--- config.mk ---
export PLATFORM = sky130hd
export DESIGN_NAME = i2s_dac_transmitter
export DESIGN_NICKNAME = d
export VERILOG_FILES = /design/src/rtl/audio_pkg.sv /design/src/rtl/audio_edge_sync.sv /design/src/rtl/i2s_dac_transmitter.sv
export SDC_FILE = /design/constraint.sdc
export NUM_CORES = 1
export LEC_CHECK = 0
export BUFFER_PORTS_ARGS = -buffer_cell sky130_fd_sc_hd__buf_2
export CORE_ASPECT_RATIO = 1.1
export CORE_UTILIZATION = 59
export DETAILED_ROUTE_END_ITERATION = 6
export PLACE_DENSITY = 0.84
export SKIP_LAST_GASP = 1
export SLEW_MARGIN = 10
export SYNTH_ARGS = -nofsm -noshare
export SYNTH_HDL_FRONTEND = slang
export SYNTH_SLANG_ARGS = --single-unit
--- constraint.sdc ---
create_clock -name clk -period 2.6 [get_ports clk]
set_input_delay 0.26 -clock clk [delete_from_list [all_inputs] [get_ports clk]]
set_output_delay 0.26 -clock clk [all_outputs]
set_load 0.01 [all_outputs]
--- src/rtl/audio_pkg.sv ---
// audio_pkg: shared sample width, I2S transmitter state encodings and LRCK polarity for the codec path
package audio_pkg;
  localparam int DEF_SAMPLE_WIDTH = 16;
  localparam logic LEFT = 1'b0;
  localparam logic RIGHT = 1'b1;
  typedef enum logic [1:0] {IDLE, DELAY, SHIFT, PAD} i2s_state_e;
endpackage

--- src/rtl/audio_edge_sync.sv ---
// audio_edge_sync: multi-flop synchronizer plus history flop giving level and one-clk edge strobes
module audio_edge_sync #(
  parameter int STAGES = 2
) (
  input  logic clk,
  input  logic rst,
  input  logic d_i,
  output logic level_o,
  output logic rise_o,
  output logic fall_o
);
  logic [STAGES-1:0] sync_q;
  logic hist_q;
  always_ff @(posedge clk) begin
    if (rst) begin
      sync_q <= '0;
      hist_q <= 1'b0;
    end else begin
      sync_q <= {sync_q[STAGES-2:0], d_i};
      hist_q <= sync_q[STAGES-1];
    end
  end
  assign level_o = sync_q[STAGES-1];
  assign rise_o = ~hist_q & level_o;
  assign fall_o = hist_q & ~level_o;
endmodule

--- src/rtl/i2s_dac_transmitter.sv ---
// i2s_dac_transmitter: stereo word to MSB-first I2S serial data, with BCLK/LRCK from the codec oversampled in clk
module i2s_dac_transmitter
  import audio_pkg::*;
#(
  parameter int SAMPLE_WIDTH = audio_pkg::DEF_SAMPLE_WIDTH,
  parameter int SYNC_STAGES = 2,
  parameter int DATA_DELAY = 1
) (
  input  logic                      clk,
  input  logic                      rst,
  input  logic                      AUD_BCLK,
  input  logic                      AUD_DACLRCK,
  input  logic [2*SAMPLE_WIDTH-1:0] audioIn,
  input  logic                      audio_valid,
  output logic                      sample_req,
  output logic                      underrun,
  output logic                      AUD_DACDAT
);
  localparam int W = SAMPLE_WIDTH;
  localparam int CW = $clog2(W + 1);
  logic bclk_lvl, bclk_rise, bclk_fall, lrck, lrck_rise, lrck_fall, unused_sync;
  logic lrck_prev_q, lrck_edge, latch;
  logic [W-1:0] shreg_q, shreg_d, hold_q, hold_d, word;
  logic [CW-1:0] bit_cnt_q, bit_cnt_d;
  logic dat_q, dat_d, req_q, req_d, und_q, und_d;
  i2s_state_e state_q, state_d;

  audio_edge_sync #(.STAGES(SYNC_STAGES)) u_bclk_sync (
    .clk(clk), .rst(rst), .d_i(AUD_BCLK),
    .level_o(bclk_lvl), .rise_o(bclk_rise), .fall_o(bclk_fall)
  );
  audio_edge_sync #(.STAGES(SYNC_STAGES)) u_lrck_sync (
    .clk(clk), .rst(rst), .d_i(AUD_DACLRCK),
    .level_o(lrck), .rise_o(lrck_rise), .fall_o(lrck_fall)
  );
  assign unused_sync = ^{bclk_lvl, bclk_rise, lrck_rise, lrck_fall};

  assign lrck_edge = bclk_fall && (lrck != lrck_prev_q);
  assign latch = lrck_edge && (lrck == LEFT);
  // the right half always replays the held word so both channels belong to one frame
  assign word = (lrck == RIGHT) ? hold_q : (audio_valid ? audioIn[2*W-1:W] : '0);

  always_comb begin
    state_d = state_q;
    shreg_d = shreg_q;
    hold_d = hold_q;
    bit_cnt_d = bit_cnt_q;
    dat_d = dat_q;
    req_d = latch;
    und_d = latch && !audio_valid;
    if (latch) hold_d = audio_valid ? audioIn[W-1:0] : '0;
    if (lrck_edge && (state_q != IDLE || latch)) begin
      state_d = (DATA_DELAY == 0) ? SHIFT : DELAY;
      shreg_d = (DATA_DELAY == 0) ? (word << 1) : word;
      bit_cnt_d = (DATA_DELAY == 0) ? CW'(1) : '0;
      dat_d = (DATA_DELAY == 0) ? word[W-1] : dat_q;
    end else if (bclk_fall) begin
      if (state_q == DELAY || state_q == SHIFT) begin
        dat_d = shreg_q[W-1];
        shreg_d = shreg_q << 1;
        bit_cnt_d = bit_cnt_q + 1'b1;
        state_d = (bit_cnt_q == CW'(W - 1)) ? PAD : SHIFT;
      end else begin
        dat_d = 1'b0;
      end
    end
  end

  always_ff @(posedge clk) begin
    if (rst) begin
      state_q <= IDLE;
      shreg_q <= '0;
      hold_q <= '0;
      bit_cnt_q <= '0;
      dat_q <= 1'b0;
      req_q <= 1'b0;
      und_q <= 1'b0;
      lrck_prev_q <= LEFT;
    end else begin
      state_q <= state_d;
      shreg_q <= shreg_d;
      hold_q <= hold_d;
      bit_cnt_q <= bit_cnt_d;
      dat_q <= dat_d;
      req_q <= req_d;
      und_q <= und_d;
      if (bclk_fall) lrck_prev_q <= lrck;
    end
  end

  assign AUD_DACDAT = dat_q;
  assign sample_req = req_q;
  assign underrun = und_q;
endmodule

==> impl_results.md <==
- Flip-flop and latch count after synthesis: 48
- Synthesized area per cell: between 10 and 15 um2
- HPWL after detailed placement: 2920 um
- Worst vdd rail ir drop: around 0.00033 V
- Total power per unit cell area: about 490 nW/um2
- Drt drc: 0
- Number of clock sinks: 48
- Tightest Pin Transition: 0.909 ns
- Hold Path Class: input port to register
- Final hold violation count: 0
- Leading cell types by total area after synthesis: sky130_fd_sc_hd__dfxtp_1, sky130_fd_sc_hd__mux2i_1, sky130_fd_sc_hd__a221oi_1
- Fraction of power spent switching nets: a little under a quarter
- Min Tclk post-route: 1.91 ns
- Antenna Diode Count: 0
- Worst-path maximum fanout: 12
- Global-route wire length before repair: about 7200 um
- FF-to-FF Start: state_q[1]
- Setup skew after layout: ~0.012 ns
- Buffers and inverters on the worst path: 2
- Worst-path cell with the longest stage delay: sky130_fd_sc_hd__dfxtp_1
- Maximum number of pins on one net before global-route repair: 36
- Crit Path Category: register to register
- First drt pass iteration count: 5
- # Max-Cap Violations: 0
- Level count of the clock H-tree: 2
- Sequential fraction of the synthesis area: between 40 and 50%
- Final-report max-slew violation count: 0
- RSZ-0062 raised after global routing: false
- Run status: finished, final reports clean
- Number of global-route vias before repair: roughly 1600
- Share of synthesized registers carrying an async set or reset: 0%
- Fill cell count: about 280
- Most instantiated library cell after synthesis: sky130_fd_sc_hd__dfxtp_1
- Smallest setup slack after layout: roughly 0.69 ns
- Number of buffers added to fix hold violations after cts: 0
- DIE HEIGHT: ~66 um
- Maximum number of buffers from clock root to sink: 2
- Total setup buffers inserted after CTS: 0
- Internal power consumption: around 0.90 mW
- Yosys Warn Count: 0
- Worst Hold Launch: AUD_BCLK
- Final net count: between 200 and 300
- Sw Pwr: about 0.27 mW
- Global router's overall resource usage: approximately 24%
- Share of final-layout standard cells stronger than drive strength 1: about a quarter
- Number of nets with antenna violations after detailed routing: 0
- TritonCTS clock tree: built
- Final period utilization: 73.4%
- Fraction of synthesized cell area taken by the top area cell type: 44.2%
- Cell class contributing the biggest share of worst-path delay: buffers and inverters
- Antenna violations before repair: 0
- Final setup violation count: 0
- Number of design-rule violations left by the first detailed-router iteration: between 70 and 80
- Cell type contributing the most total cell area after synthesis: sky130_fd_sc_hd__dfxtp_1
- Standard cell core area: approximately 3400 um2
- Total Wirelength: 4310 um
- Total negative slack: 0 ns
- Post-synthesis instance area: roughly 2200 um2
- Placement row count: 22
- Synth top cells by count: sky130_fd_sc_hd__dfxtp_1, sky130_fd_sc_hd__a221oi_1, sky130_fd_sc_hd__mux2i_1, sky130_fd_sc_hd__nand2_1, sky130_fd_sc_hd__nand3_1
- Synthesized instance count: about 220
- Type of element capturing the critical path: register
- Delay of the slowest critical-path stage: ~0.34 ns
- Sequential share of power: 63.5%
- Leakage power figure: approximately 0.95 nW
- Commonest register cell after synthesis: sky130_fd_sc_hd__dfxtp_1
- Layout-stage area growth over the synthesis result: 10.7%
- I/O pin count: 40
- Setup slack on the worst flop-to-flop path: a little under 0.7 ns
- Clock buffers created by TritonCTS: 5
- Combinational fraction of design power: under 10%
- Average wire per standard cell: about 15 um
- CP Launch Type: register
- Number of cells upsized or downsized after cts: 0
- Number of synthesized flops with an enable pin: 0
- Crit path required time: between 2 and 3 ns
- Die width: 59.9 um
- Clock latency on the worst-skew pair: between 0.3 and 0.4 ns
- Crit path cell chain: inv_1, ha_1, nand3b_1, buf_4, mux2i_1, a221oi_1
- Post-synth net total: ~260
- Total congestion overflow after global routing: 0
- Cell depth of the worst flop-to-flop path: 6
- DIE AREA: between 3000 and 4000 um2
- Signal arrival time at the worst endpoint: roughly 2.2 ns
- Max Freq: about 520 MHz
- Worst setup slack after placement: 0.738 ns
- Number of stages on the worst hold path: 2
- Vias per Instance: 5.97
- Root Buffer Master: sky130_fd_sc_hd__clkbuf_4
- Overall via count from detail_route: about 1800
- Terminus of the critical flop-to-flop path: shreg_q[2]
- Clock power frac: 30.4%
- Hold path endpoint: u_bclk_sync.sync_q[0]
- Unique cell type count in the Yosys netlist: 40
- Worst slew slack as a fraction of its limit: about two fifths
- Routability Congestion: 0.766
- Clock transition at the registers of the reported paths: ~0.14 ns
- Effective utilization at floorplan: 63.7%
- Input/output buffers: 39
-- per-layer routing --
layer	GRT usage, %	vias up	share of wire (%)
li1	-	873	-
met1	30.3	835	46
met2	40.1	48	48
met3	6.10	6	4.6
met4	6.40	0	1.0
met5	0	-	0
-- final cells by class --
cell class / count / area, um2 / share of cell area (%)
clock buffers: 8 / 58.8 / 2.44
repair buffers: 44 / 233 / 9.67
inverters: 4 / 15.0 / 0.624
multi-input cells: 143 / 1080 / 44.8
well taps: 48 / 60.1 / 2.50
flip-flops and latches: 48 / 961 / 39.9
-- registers in the layout, indices dropped and copies added, names as in the netlist, 2 cells and up --
signal and cells:
u_lrck_sync.sync_q 2, bit_cnt_q 5, u_bclk_sync.sync_q 2, state_q 2
hold_q 16, shreg_q 16
-- metrics by stage --
step	hold slack [ns]	cells	power [mW]	utilization (%)	area (um2)
after floorplan	0.388	217	0.795	-	2170
after global placement	0.424	287	0.830	68.8	2350
after detailed placement	0.437	287	0.831	68.8	2350
after CTS	0.0988	295	1.17	70.5	2410
after global routing	0.117	295	1.21	70.5	2410
final	0.0952	295	1.17	70.5	2410
-- how the worst max path moves through the flow --
stage / startpoint / to / slack (ns) / depth (start not counted)
floorplan: state_q[0] / bit_cnt_q[3] / 1.08 / 6
global placement: state_q[0] / shreg_q[8] / 0.83 / 6
detailed placement: state_q[1] / shreg_q[2] / 0.74 / 6
CTS: state_q[1] / shreg_q[2] / 0.71 / 6
global route: state_q[1] / shreg_q[4] / 0.61 / 6
finish: state_q[1] / shreg_q[2] / 0.69 / 6
-- placed cells by master (no fill, tap or decap), types with 2 or more instances in the layout --
master                     count
sky130_fd_sc_hd__nand3b_1      2
sky130_fd_sc_hd__clkbuf_1      2
sky130_fd_sc_hd__buf_2        39
sky130_fd_sc_hd__ha_1          3
sky130_fd_sc_hd__buf_4         5
sky130_fd_sc_hd__a21oi_1      16
sky130_fd_sc_hd__o41ai_1       2
sky130_fd_sc_hd__nand2_1      18
sky130_fd_sc_hd__mux2i_1      18
sky130_fd_sc_hd__nor3_1        4
sky130_fd_sc_hd__nor2_1        3
sky130_fd_sc_hd__nor2b_1       8
sky130_fd_sc_hd__dfxtp_1      48
sky130_fd_sc_hd__clkbuf_4      5
sky130_fd_sc_hd__nand3_1      18
sky130_fd_sc_hd__a221oi_2     10
sky130_fd_sc_hd__inv_1         4
sky130_fd_sc_hd__a221oi_1     20
-- logic make-up (layout without fill, tap and decap cells) --
family / after synthesis / after routing / synth area share, %
AND/OR/NAND/NOR: 63 / 63 / 16.0
AO/OA/AOI/OAI: 57 / 57 / 22.8
flip-flops: 48 / 48 / 44.2
buffers and inverters: 26 / 56 / 6.16
multiplexers: 18 / 18 / 8.29
adder cells (fa/ha/maj): 3 / 3 / 1.73
XOR/XNOR: 2 / 2 / 0.806
-- power groups by stage --
stage	clock network, mW	logic (mW)	registers, mW
global route	0.392	0.0781	0.744
floorplan	0	0.0373	0.757
detailed placement	0	0.0718	0.759
global placement	0	0.0711	0.759
finish	0.356	0.0719	0.743
CTS	0.360	0.0717	0.742
Note: power is estimated with default switching activity, not from simulation.
